--- src/rtl/adaptive_phase_ctrl.sv ---
// rtl/adaptive_phase_ctrl.sv - N-phase adaptive traffic-light sequencer
// Round-robin greens extended by windowed car counts, with demand-based phase skipping.
module adaptive_phase_ctrl #(
  parameter int NPH       = 3,
  parameter int CW        = 4,
  parameter int GREEN_MIN = 8,
  parameter int WIN_T     = 4,
  parameter int EXT_UNIT  = 2,
  parameter int EXT_CAP   = 16,
  parameter int EXT_MAX   = 3,
  parameter int YELLOW_T  = 6,
  parameter int ALLRED_T  = 20,
  parameter int SKIP_EN   = 1
) (
  input  logic                         clk,
  input  logic                         reset,
  input  logic                         tick,
  input  logic [NPH*CW-1:0]            car_cnt,
  output logic [3*NPH-1:0]             lights,
  output logic [$clog2(NPH)-1:0]       phase_idx,
  output logic [2:0]                   state,
  output logic [$clog2(EXT_MAX+1)-1:0] ext_cnt
);

  function automatic int max2(input int a, input int b);
    return (a > b) ? a : b;
  endfunction

  localparam int PIW  = $clog2(NPH);
  localparam int EW   = $clog2(EXT_MAX + 1);
  localparam int PW   = CW + $clog2(EXT_UNIT + 1);
  localparam int DMAX = max2(max2(max2(ALLRED_T, GREEN_MIN), max2(WIN_T, EXT_CAP)), YELLOW_T);
  localparam int DW   = $clog2(DMAX + 1);

  typedef enum logic [2:0] {
    S_ALLRED = 3'd0,
    S_GREEN  = 3'd1,
    S_WINDOW = 3'd2,
    S_EXTEND = 3'd3,
    S_YELLOW = 3'd4
  } state_t;

  state_t              state_q, state_d;
  logic [DW-1:0]       timer_q, timer_d;
  logic [PIW-1:0]      phase_q, phase_d;
  logic [EW-1:0]       ext_q, ext_d;
  logic [DW-1:0]       ext_len_q, ext_len_d;
  logic [CW-1:0]       snap_q, snap_d;
  logic [NPH-1:0]      demand_q, demand_d;
  logic [NPH*CW-1:0]   car_prev_q;

  logic [CW-1:0]       car_cur;
  logic [CW-1:0]       delta;
  logic [PW-1:0]       prod;
  logic [DW-1:0]       ext_sat;
  logic [DW-1:0]       dur;
  logic [PIW-1:0]      nxt_phase;
  logic [PIW-1:0]      scan_idx;
  logic [NPH-1:0]      chg;
  logic [NPH-1:0]      clr;

  always_ff @(posedge clk or posedge reset) begin
    if (reset) begin
      state_q    <= S_ALLRED;
      timer_q    <= '0;
      phase_q    <= PIW'(NPH - 1);
      ext_q      <= '0;
      ext_len_q  <= '0;
      snap_q     <= '0;
      demand_q   <= '1;
      car_prev_q <= '0;
    end else begin
      state_q    <= state_d;
      timer_q    <= timer_d;
      phase_q    <= phase_d;
      ext_q      <= ext_d;
      ext_len_q  <= ext_len_d;
      snap_q     <= snap_d;
      demand_q   <= demand_d;
      car_prev_q <= car_cnt;
    end
  end

  // Counter of the phase currently holding green, and its windowed growth.
  always_comb begin
    car_cur = '0;
    for (int p = 0; p < NPH; p++) begin
      if (PIW'(p) == phase_q) car_cur = car_cnt[p*CW +: CW];
    end
    delta   = car_cur - snap_q;
    prod    = PW'(delta) * PW'(EXT_UNIT);
    ext_sat = (32'(prod) > 32'(EXT_CAP)) ? DW'(EXT_CAP) : DW'(prod);
  end

  // Closest phase after the current one with pending demand; lowest offset wins.
  always_comb begin
    nxt_phase = PIW'((int'(phase_q) + 1) % NPH);
    scan_idx  = '0;
    if (SKIP_EN != 0) begin
      for (int i = NPH; i >= 1; i--) begin
        scan_idx = PIW'((int'(phase_q) + i) % NPH);
        if (demand_q[scan_idx]) nxt_phase = scan_idx;
      end
    end
  end

  always_comb begin
    case (state_q)
      S_ALLRED: dur = DW'(ALLRED_T);
      S_GREEN:  dur = DW'(GREEN_MIN);
      S_WINDOW: dur = DW'(WIN_T);
      S_EXTEND: dur = ext_len_q;
      S_YELLOW: dur = DW'(YELLOW_T);
      default:  dur = DW'(ALLRED_T);
    endcase
  end

  always_comb begin
    state_d   = state_q;
    timer_d   = timer_q;
    phase_d   = phase_q;
    ext_d     = ext_q;
    ext_len_d = ext_len_q;
    snap_d    = snap_q;
    clr       = '0;
    if (tick) begin
      if (timer_q != dur - DW'(1)) begin
        timer_d = timer_q + DW'(1);
      end else begin
        timer_d = '0;
        case (state_q)
          S_ALLRED: begin
            state_d = S_GREEN;
            phase_d = nxt_phase;
            ext_d   = '0;
            clr     = NPH'(1) << nxt_phase;
          end
          S_GREEN: begin
            state_d = S_WINDOW;
            snap_d  = car_cur;
          end
          S_WINDOW: begin
            if (delta == '0 || ext_q == EW'(EXT_MAX)) begin
              state_d = S_YELLOW;
            end else begin
              state_d   = S_EXTEND;
              ext_len_d = ext_sat;
              ext_d     = ext_q + EW'(1);
            end
          end
          S_EXTEND: begin
            state_d = S_WINDOW;
            snap_d  = car_cur;
          end
          default: state_d = S_ALLRED;
        endcase
      end
    end
  end

  // Demand tracks counter motion every clock, independent of tick; clear wins.
  always_comb begin
    chg = '0;
    for (int p = 0; p < NPH; p++) begin
      chg[p] = car_cnt[p*CW +: CW] != car_prev_q[p*CW +: CW];
    end
    demand_d = (demand_q | chg) & ~clr;
  end

  always_comb begin
    lights = '0;
    for (int p = 0; p < NPH; p++) begin
      lights[3*p +: 3] = 3'b001;
      if (PIW'(p) == phase_q) begin
        if (state_q == S_GREEN || state_q == S_WINDOW || state_q == S_EXTEND)
          lights[3*p +: 3] = 3'b100;
        else if (state_q == S_YELLOW)
          lights[3*p +: 3] = 3'b010;
      end
    end
  end

  assign phase_idx = phase_q;
  assign state     = state_q;
  assign ext_cnt   = ext_q;

endmodule

--- config.mk ---
export PLATFORM = sky130hd
export DESIGN_NAME = adaptive_phase_ctrl
export DESIGN_NICKNAME = d
export VERILOG_FILES = /design/src/rtl/adaptive_phase_ctrl.sv
export SDC_FILE = /design/constraint.sdc
export NUM_CORES = 1
export LEC_CHECK = 0
export ABC_AREA = 1
export BUFFER_PORTS_ARGS = -buffer_cell sky130_fd_sc_hd__buf_2
export CORE_ASPECT_RATIO = 0.9
export CORE_MARGIN = 8
export CORE_UTILIZATION = 52
export DETAILED_ROUTE_END_ITERATION = 10
export PLACE_DENSITY = 0.77
export SYNTH_ARGS = -nofsm -noshare
export SYNTH_HDL_FRONTEND = slang
export SYNTH_SLANG_ARGS = --single-unit
--- constraint.sdc ---
create_clock -name clk -period 2.67 [get_ports clk]
set_input_delay 0.1335 -clock clk [delete_from_list [all_inputs] [get_ports clk]]
set_output_delay 0.1335 -clock clk [all_outputs]
set_load 0.05 [all_outputs]
==> results.sh <==
export IMPL_die_area_um2=6870
export IMPL_p_per_area_nw_per_um2=1130
export IMPL_startpoint="phase_idx[1]$_DFFE_PP1P_"
export IMPL_required_ns=2.85
export IMPL_path_class="reg -> reg"
export IMPL_grt_pass1_wl_um=9870
export IMPL_outcome="finished, violations left"
export IMPL_dieHeight_um=79.4
export IMPL_worstSkewPairLatency_ns=0.30
export IMPL_cts_buffer_depth=2
export IMPL_cts_buffers=5
export IMPL_fin_worst_skew_ns=0.0133
export IMPL_holdPathStages=1
export IMPL_area_growth_pct=27.1
export IMPL_setup_viol=2
export IMPL_cp_start_kind="flop"
export IMPL_synthCells=316
export IMPL_gp_congestion=0.890
export IMPL_num_antenna_cells=0
export IMPL_tightest_slew_ns=0.456
export IMPL_peakVddDrop_mv=0.646
export IMPL_worst_path_max_fanout=6
export IMPL_start_util_pct=53.1
export IMPL_maxSlewViolCount=0
export IMPL_synthArstFlopShare_pct=100
export IMPL_violations="setup timing"
export IMPL_min_path_type="in -> reg"
export IMPL_ant_nets=0
export IMPL_arrival_ns=2.85
export IMPL_wire_per_inst_um=13.5
export IMPL_clock_sinks=35
export IMPL_ys_warn_count=0
export IMPL_dp_hpwl_um=4310
export IMPL_setup_slack_ns=-0.00541
export IMPL_r2r_slack_ns=-0.005
export IMPL_io_pins=31
export IMPL_period_share_pct=100
export IMPL_wl_um=5910
export IMPL_final_cell_mix="nand2_1, inv_1, nand3_1"
export IMPL_viasPerCell=5.15
export IMPL_synth_distinct_cells=34
export IMPL_core_area_um2=4370
export IMPL_critPathSlowestCell="dfstp_4"
export IMPL_utilization_pct=67.5
export IMPL_rows=23
export IMPL_relSlewSlack_pct=69.6
export IMPL_final_common_cell="nand2_1"
export IMPL_period_needed_ns=2.68
export IMPL_nFillCells=356
export IMPL_first_global_vias=2135
export IMPL_syn_nets=342
export IMPL_finalPower_w=0.00334
export IMPL_clockRootBuffer="clkbuf_8"
export IMPL_place_ws_ns=-0.0821
export IMPL_drive_above_1_share_pct=25.5
export IMPL_clk_pin_slew_ns=0.07
export IMPL_antenna_found_initial=0
export IMPL_drc=0
export IMPL_p_leak_nw=1.60
export IMPL_drt_first_pass_iters=4
export IMPL_cts_htree_levels=2
export IMPL_worstPathCellList="inv_4 -> ha_4 -> nor2_4 -> inv_2 -> nor2_2 -> o22ai_2 -> ha_2 -> fa_2 -> xnor2_2 -> nor2_1 -> nand3_2 -> nand3_4 -> inv_4 -> nand3_4 -> nand2_1 -> nand2_1"
export IMPL_synth_edf_count=0
export IMPL_multi_input_area_um2=1350
export IMPL_synth_area_per_cell_um2=7.35
export IMPL_cap_violations=0
export IMPL_worstReg2RegStart="phase_idx[1]$_DFFE_PP1P_"
export IMPL_first_iter_violations=105
export IMPL_final_nets=401
export IMPL_cp_slowest_stage_delay_ns=0.64
export IMPL_endpoint_kind="flop"
export IMPL_worstHoldStart="car_cnt[2]"
export IMPL_die_x_um=86.5
export IMPL_hold_violations=0
export IMPL_cts_tree="done"
export IMPL_synth_flop_cell="dfrtp_1"
export IMPL_synthesis_area_um2=2320
export IMPL_reg2regPathDepth=16
export IMPL_overflow=0
export IMPL_grt_usage_pct=18.2
export IMPL_max_freq_mhz=374
export IMPL_seqCellArea_um2=886
export IMPL_vias=2256
export IMPL_rsz0062_at_grt="true"
export IMPL_io_buffers=30
export IMPL_ys_seq_elements=35
export IMPL_ys_seq_area_share_pct=37.9
export IMPL_grt_max_degree=36
-- through the flow --
| stage | cell area, um2 | cells | hold WS, ns | setup TNS (ns) |
|---|---|---|---|---|
| 2_1_floorplan | 2390 | 316 | 0.165 | -0.360 |
| 3_3_place_gp | 2680 | 416 | 0.254 | -0.0402 |
| 3_5_place_dp | 2680 | 416 | 0.258 | -0.274 |
| 4_1_cts | 2900 | 436 | 0.00814 | 0 |
| 5_1_grt | 2950 | 438 | 0.00251 | -1.20 |
| 6_report | 2950 | 438 | 0.00893 | -0.0102 |
-- per-layer routing --
layer  vias up  GRT usage [%]  part of all wire [%]
li1       1127              -                     -
met1      1051           22.5                    44
met2        65           29.6                    48
met3        13           4.63                   6.1
met4         0           7.22                   2.2
met5         -              0                     0
-- where the power goes --
group | switching, W | leakage, nW | internal [W] | total (W)
sequential | 0.000120 | 0.431 | 0.000650 | 0.000770
combinational | 0.00140 | 1.13 | 0.000788 | 0.00219
clock | 0.000195 | 0.0395 | 0.000186 | 0.000380
total | 0.00172 | 1.60 | 0.00162 | 0.00334
-- cells by family (layout without fill, tap and decap cells) --
group                      Yosys count  in the layout  share of synthesized area, %
AOI/OAI and AO/OA                   16             16                          4.20
xor gates and xnor gates            14             14                          5.28
adders and majority gates           11             11                          6.25
buffers and inverters               50            110                          8.62
DFF                                 35             35                          37.9
and+or+nand+nor                    190            190                          37.7
-- Yosys cell counts (4+ instances only) --
library cell	count	area share, %
a21oi_1	4	0.86
xnor2_1	6	2.3
nand3_1	38	8.2
dfrtp_1	31	33
nand2_1	92	15
nand3_2	4	1.7
xor2_1	8	3.0
ha_1	10	5.4
nand2_2	5	1.3
dfstp_2	4	4.5
nand4_1	8	2.2
nor2_1	32	5.2
inv_1	43	6.9
-- area by class of cell --
| type | instances | share of cell area, % |
|---|---|---|
| repair buffers | 57 | 12.9 |
| clock buffers | 8 | 2.71 |
| well taps | 62 | 2.63 |
| inverters | 45 | 5.97 |
| flip-flops and latches | 35 | 30.0 |
| multi-input cells | 231 | 45.8 |
-- state kept, by name, summed over array words and instances (netlist names) --
register / count
demand_q: 3
snap_q: 4
timer_q: 5
ext_len_q: 4
ext_cnt: 2
car_prev_q: 12
state: 3
phase_idx: 2
-- worst paths after layout --
kind	end
setup / recovery	ext_len_q[4]$_DFFE_PP0P_
hold / removal	car_prev_q[2]$_DFF_PP0_
setup reg to reg	ext_len_q[4]$_DFFE_PP0P_
hold reg to reg	ext_len_q[4]$_DFFE_PP0P_
max in group asynchronous	demand_q[1]$_DFF_PP1_
min in group asynchronous	ext_len_q[2]$_DFFE_PP0P_
-- critical path: cells and delay by family, from the launching register on --
family,cells,cell delay (ns)
XOR/XNOR,1,0.19
buffers and inverters,3,0.21
adder cells (fa/ha/maj),3,0.73
flip-flops,1,0.64
AO/OA/AOI/OAI,1,0.09
AND/OR/NAND/NOR,8,0.69
-- repair_timing --
action / 4_1_cts / 5_1_grt
pin swaps: 5 / 11
setup endpoints to repair: 7 / 9
gates resized for setup: 3 / 11
setup buffers: 1 / 2
cloned: 0 / 0
hold buffers: 11 / 0
hold endpoints to repair: 41 / 0
(Power assumes the default switching activity.)
